File: src/rtl/wb_master_if_pkg.sv
// ---------------------------------------------------------------------------
// wb_master_if_pkg
// Shared definitions for the Wishbone classic master bridge:
//   - FSM state encoding (IDLE / BUSY / WAIT_STALL)
//   - pipeline stall vector width
//   - default bus widths and an all-zero data word
// ---------------------------------------------------------------------------
package wb_master_if_pkg;

  typedef enum logic [1:0] {
    ST_IDLE       = 2'b00,
    ST_BUSY       = 2'b01,
    ST_WAIT_STALL = 2'b10
  } wb_state_e;

  localparam int STALL_W = 6;
  localparam int WB_AW   = 32;
  localparam int WB_DW   = 32;

  localparam logic [WB_DW-1:0] ZERO_WORD = 32'h0000_0000;

endpackage : wb_master_if_pkg

File: src/rtl/wb_timeout_cnt.sv
// ---------------------------------------------------------------------------
// wb_timeout_cnt
// Counts BUSY cycles that pass without an acknowledge and raises term_o once
// the count reaches TIMEOUT_CYCLES-1. Only built when WB_TIMEOUT_EN is set.
// Ports:
//   clk_i   clock
//   rst_ni  asynchronous active-low reset
//   clr_i   hold the count at zero (asserted whenever the master is not BUSY)
//   inc_i   advance the count by one (a BUSY cycle with no ack)
//   term_o  count has reached TIMEOUT_CYCLES-1
// ---------------------------------------------------------------------------
module wb_timeout_cnt #(
  parameter int TIMEOUT_CYCLES = 16
) (
  input  logic clk_i,
  input  logic rst_ni,
  input  logic clr_i,
  input  logic inc_i,
  output logic term_o
);

  localparam int            CW   = $clog2(TIMEOUT_CYCLES) + 1;
  localparam logic [CW-1:0] TERM = CW'(TIMEOUT_CYCLES - 1);
  localparam logic [CW-1:0] ONE  = CW'(1);

  logic [CW-1:0] cnt_q;
  logic [CW-1:0] cnt_d;

  assign term_o = (cnt_q == TERM);

  // Next count: clear outside BUSY, saturate at the terminal value.
  always_comb begin
    cnt_d = cnt_q;
    if (clr_i) begin
      cnt_d = '0;
    end else if (inc_i && !term_o) begin
      cnt_d = cnt_q + ONE;
    end else begin
      cnt_d = cnt_q;
    end
  end

  // Count register.
  always_ff @(posedge clk_i or negedge rst_ni) begin
    if (!rst_ni) begin
      cnt_q <= '0;
    end else begin
      cnt_q <= cnt_d;
    end
  end

endmodule : wb_timeout_cnt

File: src/rtl/wb_master_if.sv
// ---------------------------------------------------------------------------
// wb_master_if
// Wishbone B.3 classic single-cycle master that turns a level-held CPU memory
// request into one Wishbone cycle, stalls the pipeline until the slave acks,
// and holds the read data while the pipeline stays frozen for other reasons.
//
// Optional build macro: WB_TIMEOUT_EN -- aborts a BUSY cycle after
// TIMEOUT_CYCLES cycles without ack and pulses wb_err_o.
//
// Ports:
//   wb_clk_i / wb_rst_i    clock, asynchronous active-low reset
//   stall_i, flush_i       pipeline stall vector and flush
//   cpu_ce_i .. cpu_sel_i  CPU request (held until taken)
//   cpu_data_o             read data back to the CPU
//   stallreq_o             stall request to the pipeline controller
//   wb_*                   Wishbone master signals
//   wb_err_o               timeout abort pulse (WB_TIMEOUT_EN only)
// ---------------------------------------------------------------------------
module wb_master_if
  import wb_master_if_pkg::*;
#(
  parameter int AW             = WB_AW,
  parameter int DW             = WB_DW,
  parameter int TIMEOUT_CYCLES = 16
) (
  input  logic               wb_clk_i,
  input  logic               wb_rst_i,
  input  logic [STALL_W-1:0] stall_i,
  input  logic               flush_i,
  input  logic               cpu_ce_i,
  input  logic [AW-1:0]      cpu_addr_i,
  input  logic [DW-1:0]      cpu_data_i,
  input  logic               cpu_we_i,
  input  logic [DW/8-1:0]    cpu_sel_i,
  output logic [DW-1:0]      cpu_data_o,
  output logic               stallreq_o,
  output logic [AW-1:0]      wb_adr_o,
  output logic [DW-1:0]      wb_dat_o,
  input  logic [DW-1:0]      wb_dat_i,
  output logic               wb_we_o,
  output logic [DW/8-1:0]    wb_sel_o,
  output logic               wb_stb_o,
  output logic               wb_cyc_o,
  input  logic               wb_ack_i
`ifdef WB_TIMEOUT_EN
  ,
  output logic               wb_err_o
`endif
);

  wb_state_e state_q;
  wb_state_e state_d;

  logic [AW-1:0]   adr_q,    adr_d;
  logic [DW-1:0]   dat_q,    dat_d;
  logic            we_q,     we_d;
  logic [DW/8-1:0] sel_q,    sel_d;
  logic            cyc_q,    cyc_d;
  logic            stb_q,    stb_d;
  logic [DW-1:0]   rd_buf_q, rd_buf_d;

  logic stall_any_s;
  logic launch_s;
  logic busy_s;
  logic busy_end_s;
  logic tmo_hit_s;
  logic err_s;

  assign stall_any_s = |stall_i;
  assign busy_s      = (state_q == ST_BUSY);
  assign launch_s    = (state_q == ST_IDLE) && cpu_ce_i && !flush_i;
  // Any of flush, ack or timeout terminates the bus cycle.
  assign busy_end_s  = busy_s && (flush_i || wb_ack_i || tmo_hit_s);

`ifdef WB_TIMEOUT_EN
  logic tmo_term_s;

  wb_timeout_cnt #(
    .TIMEOUT_CYCLES (TIMEOUT_CYCLES)
  ) u_timeout_cnt (
    .clk_i  (wb_clk_i),
    .rst_ni (wb_rst_i),
    .clr_i  (!busy_s),
    .inc_i  (busy_s && !wb_ack_i && !flush_i),
    .term_o (tmo_term_s)
  );

  assign tmo_hit_s = busy_s && tmo_term_s;
  assign wb_err_o  = err_s;
`else
  assign tmo_hit_s = 1'b0;

  // TIMEOUT_CYCLES only matters when the timeout logic is built in.
  if (TIMEOUT_CYCLES < 2) begin : g_tmo_cfg_unused
  end
`endif

  // State register.
  always_ff @(posedge wb_clk_i or negedge wb_rst_i) begin
    if (!wb_rst_i) begin
      state_q <= ST_IDLE;
    end else begin
      state_q <= state_d;
    end
  end

  // Next-state logic; flush outranks ack, ack outranks timeout.
  always_comb begin
    state_d = state_q;
    case (state_q)
      ST_IDLE: begin
        if (launch_s) state_d = ST_BUSY;
        else          state_d = ST_IDLE;
      end
      ST_BUSY: begin
        if (flush_i)                       state_d = ST_IDLE;
        else if (wb_ack_i && stall_any_s)  state_d = ST_WAIT_STALL;
        else if (wb_ack_i || tmo_hit_s)    state_d = ST_IDLE;
        else                               state_d = ST_BUSY;
      end
      ST_WAIT_STALL: begin
        if (flush_i || !stall_any_s) state_d = ST_IDLE;
        else                         state_d = ST_WAIT_STALL;
      end
      default: state_d = ST_IDLE;
    endcase
  end

  // Outputs to the CPU side: stall request, returned data, timeout flag.
  always_comb begin
    stallreq_o = 1'b0;
    cpu_data_o = '0;
    err_s      = 1'b0;
    case (state_q)
      ST_IDLE: begin
        stallreq_o = cpu_ce_i & ~flush_i;
      end
      ST_BUSY: begin
        stallreq_o = ~wb_ack_i & ~tmo_hit_s;
        if (flush_i) begin
          cpu_data_o = '0;
        end else if (wb_ack_i) begin
          cpu_data_o = we_q ? '0 : wb_dat_i;
        end else if (tmo_hit_s) begin
          cpu_data_o = '1;
          err_s      = 1'b1;
        end else begin
          cpu_data_o = '0;
        end
      end
      ST_WAIT_STALL: begin
        cpu_data_o = rd_buf_q;
      end
      default: begin
        stallreq_o = 1'b0;
        cpu_data_o = '0;
      end
    endcase
  end

  // Wishbone request fields and read buffer: latch on launch, clear on end.
  always_comb begin
    adr_d    = adr_q;
    dat_d    = dat_q;
    we_d     = we_q;
    sel_d    = sel_q;
    cyc_d    = cyc_q;
    stb_d    = stb_q;
    rd_buf_d = rd_buf_q;
    if (launch_s) begin
      adr_d = cpu_addr_i;
      dat_d = cpu_data_i;
      we_d  = cpu_we_i;
      sel_d = cpu_sel_i;
      cyc_d = 1'b1;
      stb_d = 1'b1;
    end else if (busy_end_s) begin
      adr_d = '0;
      dat_d = '0;
      we_d  = 1'b0;
      sel_d = '0;
      cyc_d = 1'b0;
      stb_d = 1'b0;
    end else begin
      cyc_d = cyc_q;
    end
    // A write completion loads zero so a following WAIT_STALL returns 0.
    if (busy_s && wb_ack_i && !flush_i) begin
      rd_buf_d = we_q ? '0 : wb_dat_i;
    end else begin
      rd_buf_d = rd_buf_q;
    end
  end

  // Registered Wishbone outputs and read buffer; reset aborts the cycle.
  always_ff @(posedge wb_clk_i or negedge wb_rst_i) begin
    if (!wb_rst_i) begin
      adr_q    <= '0;
      dat_q    <= '0;
      we_q     <= 1'b0;
      sel_q    <= '0;
      cyc_q    <= 1'b0;
      stb_q    <= 1'b0;
      rd_buf_q <= '0;
    end else begin
      adr_q    <= adr_d;
      dat_q    <= dat_d;
      we_q     <= we_d;
      sel_q    <= sel_d;
      cyc_q    <= cyc_d;
      stb_q    <= stb_d;
      rd_buf_q <= rd_buf_d;
    end
  end

  assign wb_adr_o = adr_q;
  assign wb_dat_o = dat_q;
  assign wb_we_o  = we_q;
  assign wb_sel_o = sel_q;
  assign wb_cyc_o = cyc_q;
  assign wb_stb_o = stb_q;

endmodule : wb_master_if

File: config.mk
export PLATFORM = sky130hd
export DESIGN_NAME = wb_master_if
export DESIGN_NICKNAME = d
export VERILOG_FILES = /design/src/rtl/wb_master_if_pkg.sv /design/src/rtl/wb_timeout_cnt.sv /design/src/rtl/wb_master_if.sv
export SDC_FILE = /design/constraint.sdc
export NUM_CORES = 1
export LEC_CHECK = 0
export BUFFER_PORTS_ARGS = -buffer_cell sky130_fd_sc_hd__buf_2
export CAP_MARGIN = 20
export CORE_MARGIN = 2
export CORE_UTILIZATION = 28
export CTS_CLUSTER_DIAMETER = 150
export DETAILED_ROUTE_END_ITERATION = 12
export HOLD_SLACK_MARGIN = 0.08
export PLACE_DENSITY = 0.48
export SYNTH_ARGS = -nofsm -noshare
export SYNTH_HDL_FRONTEND = slang
export SYNTH_SLANG_ARGS = --single-unit
File: constraint.sdc
create_clock -name wb_clk_i -period 1.75 [get_ports wb_clk_i]
set_clock_uncertainty 0.05 [all_clocks]
set_input_delay 0.0875 -clock wb_clk_i [delete_from_list [all_inputs] [get_ports wb_clk_i]]
set_output_delay 0.0875 -clock wb_clk_i [all_outputs]
set_load 0.03 [all_outputs]
==> results.toml, run 1 <==
[yosys]
ys_seq_area_share_pct = 46.6
syn_nets = 671
synthCells = 555
syn_avg_cell_area_um2 = 10.1
synth_top_family_by_area = "simple AND/OR/NAND/NOR gates"
synth-compound-area-share_pct = 15.0
yosys.area_share.simple_pct = 18.4
ys_ff_latch = 104
yosysWarnings = 0
synth_mux_area_share_pct = 6.46
yosys.area_share.xor_xnor_pct = 0
syn_area_um2 = 5580
synth_cell_type_count = 26
yosys.area_share.adder_pct = 0.897

[grt]
grt_pass1_wl_um = 30200
grt_pass1_vias = 5690
grt.overflow.total = 0
grt_max_degree = 72
antenna_found_initial = 1
grt_usage_pct = 17.6

[worst_setup_path]
startpoint_type = "flip-flop"
arrival_ps = 1910
cpMostUsedCell = "buf_12"
critPathRequiredTime_ps = 1610
crit_fanout = 15
crit_type = "flip-flop to output pin"
critical-path-max-stage-delay_ps = 400
crit_path_end_kind = "output pin"
worst_path_max_delay_cell = "dfrtp_1"
crit_chain = "inv_2 > ha_4 > nand3b_1 > buf_12 > buf_12 > o31ai_4 > buf_6"

[sta]
hold_violations = 0
rsz0062_at_grt = "yes"
finalCritPeriodShare_pct = 117
setup_tns_ps = -7850
maxSlewViolCount = 0
fin_crit_ps = 2040
maxSlewHeadroom_pct = 58.5
fmax_mhz = 490
max_slew.worst_pin.slew_ps = 617
setup_viol = 32
worst_slack_ps = -293

[routing]
drc = 0
first_iter_violations = 206
dr.pass1.iters = 4
postRouteWirelength_um = 19100
viasPerCell = 4.79
postRouteAntennaNets = 0
num_vias = 5412
avgRoutedWirePerCell_um = 16.9

[run]
maxCapViolations = 0

[hold_path]
hp-class = "primary input to flip-flop"

[final_layout]
layout.nets = 974
multi_input_area_um2 = 2730
final_common_cell = "buf_2"
regArea_um2 = 2600
fin_area_um2 = 9210
layout-drive-gt1-share_pct = 40.8
mostFrequentLayoutCells = "181 x buf_2, 104 x dfrtp_1, 102 x inv_1"
synthToLayoutAreaGrowth_pct = 65.1
fill_cells = 1839

[placed_design]
hpwl_um = 12000
place_congestion = 0.759
dpl_cell_area_um2 = 7540
port_buffers = 215

[cts]
cts_tree = "done"
htreeDepth = 3
cts-root-buf = "clkbuf_16"
clkTransAtPathRegs_ps = 80
cts_buffers = 9
insertion_delay_ps = 350
clockBufferDepth = 2
cts_sinks = 104

[floorplanning]
die_h_um = 145
dieArea_um2 = 21100
rows = 51
ios = 216
die_width_um = 145
coreArea_um2 = 19500
initial_core_util_pct = 28.6

[status]
status = "complete, but fails checks"
violations = "negative setup slack"

[power_and_ir_drop]
irDropWorstVdd_uv = 498
power.leakage_uw = 0.00429
power_density_nw_per_um2 = 901
-- cell families (layout without fill, tap and decap cells) --
kind of cell / Yosys count / count (layout)
fa+ha+maj: 4 / 4
simple gates: 143 / 143
buf+inv: 166 / 474
other cells: 0 / 1
compound gates: 106 / 106
flops: 104 / 104
mux: 32 / 32
-- flip-flops by register name, summed over array words and instances, names as in the netlist --
| signal | cells |
|---|---|
| rd_buf_q | 32 |
| state_q | 2 |
| wb_adr_o | 32 |
| wb_sel_o | 4 |
| wb_stb_o | 1 |
| wb_we_o | 1 |
| wb_dat_o | 32 |
-- layout make-up --
| type | instances | area share, % |
|---|---|---|
| diodes | 1 | 0.0272 |
| clock buffers | 10 | 2.59 |
| clock inverters | 6 | 0.788 |
| inverters | 104 | 4.24 |
| multi-input cells | 285 | 29.6 |
| flip-flops and latches | 104 | 28.2 |
| well taps | 265 | 3.60 |
| repair buffers | 354 | 30.9 |
-- worst max-delay path: cells and delay by family, from the launching register on --
kind | cells | cell delay (ps)
AO/OA/AOI/OAI | 1 | 260
adder cells (fa/ha/maj) | 1 | 140
buffers and inverters | 4 | 620
flip-flops | 1 | 400
AND/OR/NAND/NOR | 1 | 130
-- power by group --
group	internal (uW)	switching (uW)	total, uW
clock network	1170	978	2150
logic	1180	1700	2880
registers	2960	310	3270
total	5310	2990	8300
-- stage by stage --
step                power [uW]  utilization (%)  hold slack (ps)  worst slack [ps]  cells
finish                    8300             47.2             84.1              -293   1129
global route              8760             47.2             88.4              -363   1129
CTS                       8330             46.5             82.0              -321   1122
detailed placement        5890             38.6             36.5              23.9   1004
global placement          5850             38.6             34.5              50.8   1004
floorplan                 4960                -             -258              -182    555
-- repair_timing --
action / 4_1_cts / 5_1_grt
hold endpoints to repair: 187 / 0
endpoints found under the setup margin: 33 / 33
hold buffers: 99 / 0
setup buffers: 2 / 4
resized for setup: 63 / 11
cloned: 1 / 2
-- path summary, 6_finish.rpt --
path / to / cells past startpoint / slack (ps) / start
worst max-delay path: cpu_data_o[14] / 7 / -290 / state_q[1]$_DFF_PN0_
worst min-delay path: rd_buf_q[8]$_DFFE_PN0P_ / 3 / 80 / wb_dat_i[8]
worst max register to register: rd_buf_q[10]$_DFFE_PN0P_ / 5 / 100 / state_q[0]$_DFF_PN0_
worst min register to register: rd_buf_q[10]$_DFFE_PN0P_ / 1 / 460 / rd_buf_q[10]$_DFFE_PN0P_
max in group asynchronous: wb_adr_o[2]$_DFFE_PN0P_ / 3 / 880 / wb_rst_i
min in group asynchronous: rd_buf_q[8]$_DFFE_PN0P_ / 2 / 180 / wb_rst_i
-- Yosys cell counts --
| cell | n | area (um2) |
|---|---|---|
| a211oi_1 | 1 | 7.51 |
| a21oi_1 | 2 | 10.0 |
| and3b_1 | 1 | 8.76 |
| buf_1 | 2 | 7.51 |
| buf_2 | 18 | 90.1 |
| buf_4 | 1 | 7.51 |
| buf_6 | 7 | 78.8 |
| clkbuf_1 | 33 | 124 |
| clkbuf_2 | 1 | 5.00 |
| dfrtp_1 | 104 | 2600 |
| ha_1 | 4 | 50.1 |
| inv_1 | 104 | 390 |
| mux2_2 | 32 | 360 |
| nand2_1 | 2 | 7.51 |
| nand2b_1 | 2 | 12.5 |
| nand3_1 | 32 | 160 |
| nand3b_1 | 2 | 15.0 |
| nand4b_1 | 69 | 604 |
| nor2_1 | 1 | 3.75 |
| nor2b_1 | 32 | 200 |
| nor4_1 | 1 | 6.26 |
| o21a_1 | 1 | 7.51 |
| o21ai_0 | 1 | 5.00 |
| o31ai_1 | 91 | 683 |
| o31ai_2 | 10 | 125 |
| or2_2 | 1 | 6.26 |
-- layer usage --
metal	global-route usage [%]	routed length, um	vias to the layer above
met1	22.3	8510	2671
met4	3.73	217	0
li1	-	-	2550
met5	0	0	-
met2	30.5	9240	176
met3	4.37	1080	15
No activity file was read; power rests on OpenSTA's default activity.
==> inputs of run 2 (changes only) <==
--- a/config.mk
+++ b/config.mk
@@ -12,6 +12,7 @@
 export CTS_CLUSTER_DIAMETER = 150
 export DETAILED_ROUTE_END_ITERATION = 12
 export HOLD_SLACK_MARGIN = 0.08
+export MAX_ROUTING_LAYER = met4
 export PLACE_DENSITY = 0.48
 export SYNTH_ARGS = -nofsm -noshare
 export SYNTH_HDL_FRONTEND = slang
==> results.toml, run 2 (synthesis gave the netlist of run 1 again) <==
[floorplanning]
die_width_um = 145
dieArea_um2 = 21100
initial_core_util_pct = 28.6
coreArea_um2 = 19500
rows = 51
ios = 216
die_h_um = 145

[sta]
rsz0062_at_grt = "yes"
maxSlewHeadroom_pct = 57.2
fin_crit_ps = 2040
maxSlewViolCount = 0
setup_viol = 32
fmax_mhz = 490
max_slew.worst_pin.slew_ps = 636
worst_slack_ps = -292
hold_violations = 0
finalCritPeriodShare_pct = 117

[worst_setup_path]
crit_path_end_kind = "output pin"
arrival_ps = 1900
worst_path_max_delay_cell = "dfrtp_1"
crit_chain = "inv_2 > ha_4 > nand3b_1 > buf_12 > buf_12 > o31ai_4 > buf_6"
critical-path-max-stage-delay_ps = 400
cpLargestDelayFamily = "buffers and inverters"
crit_fanout = 15
cpMostUsedCell = "buf_12"
startpoint_type = "flip-flop"
crit_type = "flip-flop to output pin"
critPathRequiredTime_ps = 1610
cp_num_buf_inv = 4

[cts]
cts_buffers = 9
clkTransAtPathRegs_ps = 80
htreeDepth = 3
cts_tree = "done"
insertion_delay_ps = 340
cts_sinks = 104
clockBufferDepth = 2
cts-root-buf = "clkbuf_16"

[run]
maxCapViolations = 0

[hold_path]
hp-class = "primary input to flip-flop"

[status]
violations = "negative setup slack"
status = "complete, but fails checks"

[final_layout]
postLayoutCoreUtil_pct = 47.2
layout.nets = 974
synthToLayoutAreaGrowth_pct = 65.1
mostFrequentLayoutCells = "181 x buf_2, 104 x dfrtp_1, 102 x inv_1"
final_common_cell = "buf_2"
fill_cells = 1839
layout-drive-gt1-share_pct = 40.8

[grt]
grt_usage_pct = 18.1
grt_pass1_vias = 5699
grt_max_degree = 72
grt_pass1_wl_um = 30200
antenna_found_initial = 1
grt.overflow.total = 0

[power_and_ir_drop]
finalPower_uw = 8290
power_density_nw_per_um2 = 900
power.leakage_uw = 0.00429
irDropWorstVdd_uv = 497

[routing]
dr.max_layer_used = "met4"
drc = 0
first_iter_violations = 207
postRouteWirelength_um = 18900
viasPerCell = 4.78
met2_length_um = 9220
avgRoutedWirePerCell_um = 16.8
num_vias = 5402
wl_met3_um = 977
postRouteAntennaNets = 0
dr.pass1.iters = 4
wl_met1_um = 8540

[placed_design]
place_congestion = 0.769
hpwl_um = 12000
port_buffers = 215
==> run 2: cell counts in the layout (fill, tap and decap cells not counted) <==
No cell type changed its count.
==> run 2: tightest hold or removal path: cells and delay by family <==
kind          cells  cell delay (ps)
mux               1              150
simple gates      1              130
buf+inv           1               90
==> run 2: layer usage <==
| layer | vias to the layer above | GRT usage (%) |
|---|---|---|
| li1 | 2552 | - |
| met1 | 2663 | 22.7 |
| met2 | 172 | 30.5 |
| met3 | 15 | 3.84 |
| met4 | 0 | 3.73 |
| met5 | - | - |
==> run 2: repair_timing <==
item	CTS	global route
hold buffers	99	0
endpoints found under the setup margin	33	33
gates resized for setup	63	11
pin swaps	0	0
hold endpoints to repair	187	0
setup buffers	2	4
gates cloned	1	2
==> run 2: where the power goes <==
| part | leakage [uW] | switching, uW | internal (uW) |
|---|---|---|---|
| clock network | 0.000156 | 972 | 1170 |
| registers | 0.00133 | 310 | 2960 |
| logic | 0.00280 | 1700 | 1180 |
==> run 2: per-stage QoR <==
stage | setup slack (ps) | cell area, um2 | hold WS, ps | TNS, ps | cells
after global placement | 50.8 | 7540 | 34.5 | 0 | 1004
final | -292 | 9210 | 82.5 | -7770 | 1129
after global routing | -363 | 9210 | 88.4 | -10520 | 1129
after floorplan | -182 | 5990 | -258 | -811 | 555
after CTS | -321 | 9080 | 82.0 | -8650 | 1122
after detailed placement | 23.9 | 7540 | 36.5 | 0 | 1004
==> run 2: worst paths after layout <==
path / from / endpoint / slack, ps / cells past startpoint
setup reg to reg: state_q[0]$_DFF_PN0_ / rd_buf_q[10]$_DFFE_PN0P_ / 100 / 5
hold / removal: wb_dat_i[8] / rd_buf_q[8]$_DFFE_PN0P_ / 80 / 3
max in group asynchronous: wb_rst_i / wb_dat_o[22]$_DFFE_PN0P_ / 870 / 3
hold reg to reg: rd_buf_q[10]$_DFFE_PN0P_ / rd_buf_q[10]$_DFFE_PN0P_ / 460 / 1
setup / recovery: state_q[1]$_DFF_PN0_ / cpu_data_o[14] / -290 / 7
min in group asynchronous: wb_rst_i / rd_buf_q[8]$_DFFE_PN0P_ / 180 / 2
==> run 2: final cells by class <==
type	count	area (um2)	share of cell area (%)
clock inverter	6	72.6	0.788
tap	265	332	3.60
timing repair buffer	354	2850	30.9
clock buffer	10	239	2.59
sequential	104	2600	28.2
inverter	104	390	4.24
multi-input combinational	285	2730	29.6
antenna	1	2.50	0.0272
==> inputs of run 3 (changes only) <==
--- a/config.mk
+++ b/config.mk
@@ -7,13 +7,15 @@
 export LEC_CHECK = 0
 export BUFFER_PORTS_ARGS = -buffer_cell sky130_fd_sc_hd__buf_2
 export CAP_MARGIN = 20
+export CELL_PAD_IN_SITES_DETAIL_PLACEMENT = 0
+export CELL_PAD_IN_SITES_GLOBAL_PLACEMENT = 1
 export CORE_MARGIN = 2
 export CORE_UTILIZATION = 28
 export CTS_CLUSTER_DIAMETER = 150
 export DETAILED_ROUTE_END_ITERATION = 12
 export HOLD_SLACK_MARGIN = 0.08
 export MAX_ROUTING_LAYER = met4
-export PLACE_DENSITY = 0.48
+export PLACE_DENSITY = 0.61
 export SYNTH_ARGS = -nofsm -noshare
 export SYNTH_HDL_FRONTEND = slang
 export SYNTH_SLANG_ARGS = --single-unit
==> results.toml, run 3 (synthesis gave the netlist of run 1 again) <==
[routing]
dr.pass1.iters = 5
viasPerCell = 4.81
postRouteAntennaNets = 0
avgRoutedWirePerCell_um = 16.7
first_iter_violations = 158
postRouteWirelength_um = 18900
drc = 0
num_vias = 5437

[hold_path]
hp-start = "wb_dat_i[23]"
hp-class = "primary input to flip-flop"

[grt]
grt.overflow.total = 0
grt_pass1_vias = 5871
grt_usage_pct = 18.4
antenna_found_initial = 1
grt_max_degree = 72
grt_pass1_wl_um = 30800

[floorplanning]
coreArea_um2 = 19500
die_h_um = 145
die_width_um = 145
rows = 51
ios = 216
dieArea_um2 = 21100
initial_core_util_pct = 28.6

[cts]
cts-root-buf = "clkbuf_16"
insertion_delay_ps = 340
cts_tree = "done"
cts_buffers = 9
clkTransAtPathRegs_ps = 60
htreeDepth = 3
clockBufferDepth = 2
cts_sinks = 104

[placed_design]
hpwl_um = 11200
port_buffers = 215
pre_cts_slack_ps = -19.0
place_congestion = 0.763

[final_layout]
layout.nets = 976
mostFrequentLayoutCells = "181 x buf_2, 103 x dfrtp_1, 102 x inv_1"
synthToLayoutAreaGrowth_pct = 68.3
layout-drive-gt1-share_pct = 41.4
final_common_cell = "buf_2"
postLayoutCoreUtil_pct = 48.1

[power_and_ir_drop]
combPwrFrac_pct = 35.3
p_sw_uw = 3010
irDropWorstVdd_uv = 622
p_int_uw = 5500
p_sw_share_pct = 35.3
p_seq_share_pct = 38.3
power_density_nw_per_um2 = 906
power.leakage_uw = 0.00442
power.share.clock_pct = 26.4

[sta]
setup_viol = 43
fmax_mhz = 487
maxSlewViolCount = 0
worst_slack_ps = -304
finalCritPeriodShare_pct = 117
fin_crit_ps = 2050
max_slew.worst_pin.slew_ps = 575
maxSlewHeadroom_pct = 61.3
rsz0062_at_grt = "yes"
hold_violations = 0

[worst_setup_path]
reg2reg_from = "state_q[1]$_DFF_PN0_"
arrival_ps = 1920
crit_type = "flip-flop to output pin"
crit_path_end_kind = "output pin"
crit_path_start = "state_q[1]$_DFF_PN0_"
crit_fanout = 8
startpoint_type = "flip-flop"
critPathRequiredTime_ps = 1610

[run]
maxCapViolations = 0

[status]
violations = "negative setup slack"
status = "complete, but fails checks"
[run 3: changes by cell type in the layout (fill, tap and decap cells not counted), moves of 4 or more]
cell	before	now
mux2_4	0	13
mux2_2	32	19
buf_12	17	13
buf_16	0	4
[run 3: worst max-delay path: stages (launching register included)]
cell and delay, ps:
dfrtp_1 360, inv_2 60, buf_6 110, ha_4 290
nand2b_4 140, buf_16 200, o31ai_4 230, buf_6 170
[run 3: power by group through the flow]
stage / Sequential (uW) / Combinational (uW) / Clock [uW]
final: 3260 / 3000 / 2250
after CTS: 3250 / 2990 / 2340
after floorplan: 3830 / 1130 / 0
after global routing: 3330 / 3230 / 2440
after detailed placement: 3280 / 2550 / 0
after global placement: 3270 / 2520 / 0
[run 3: worst paths after layout]
check	slack, ps	end	cells past startpoint
setup / recovery	-300	cpu_data_o[22]	7
hold / removal	90	rd_buf_q[23]$_DFFE_PN0P_	3
setup reg to reg	-70	rd_buf_q[29]$_DFFE_PN0P_	8
hold reg to reg	460	rd_buf_q[31]$_DFFE_PN0P_	1
max in group asynchronous	830	state_q[0]$_DFF_PN0_	3
min in group asynchronous	120	rd_buf_q[5]$_DFFE_PN0P_	2
[run 3: area by class of cell]
| type | count | area, um2 |
|---|---|---|
| repair buffers | 356 | 2940 |
| multi-input cells | 285 | 2790 |
| flip-flops and latches | 104 | 2600 |
| clock inverters | 7 | 103 |
| well taps | 265 | 332 |
| inverters | 104 | 390 |
| clock buffers | 9 | 225 |
| fillers | 1815 | 10100 |
| diodes | 1 | 2.50 |
[run 3: per-stage QoR]
| step | total power, uW | instances | hold slack, ps | setup TNS (ps) | cell area (um2) |
|---|---|---|---|---|---|
| after floorplan | 4960 | 555 | -258 | -811 | 5990 |
| after global placement | 5780 | 999 | -48.3 | 0 | 7440 |
| after detailed placement | 5840 | 999 | -47.9 | -76.5 | 7440 |
| after CTS | 8590 | 1127 | 80.4 | -9020 | 9330 |
| after global routing | 9000 | 1131 | 93.4 | -12150 | 9390 |
| final | 8510 | 1131 | 89.0 | -8980 | 9390 |
[run 3: layer usage]
layer,track usage [%],vias to the layer above,share of wire (%)
met5,-,-,0
met4,3.24,0,0.84
met3,4.31,13,5.0
met2,31.0,165,49
met1,22.9,2698,45
li1,-,2561,-
[run 3: what timing repair did]
| action | CTS | global route |
|---|---|---|
| cloned | 5 | 1 |
| setup buffers | 10 | 3 |
| resized for setup | 101 | 7 |
| endpoints found under the hold margin | 200 | 0 |
| hold buffers | 97 | 0 |
| pin swaps | 6 | 3 |
| endpoints found under the setup margin | 33 | 53 |
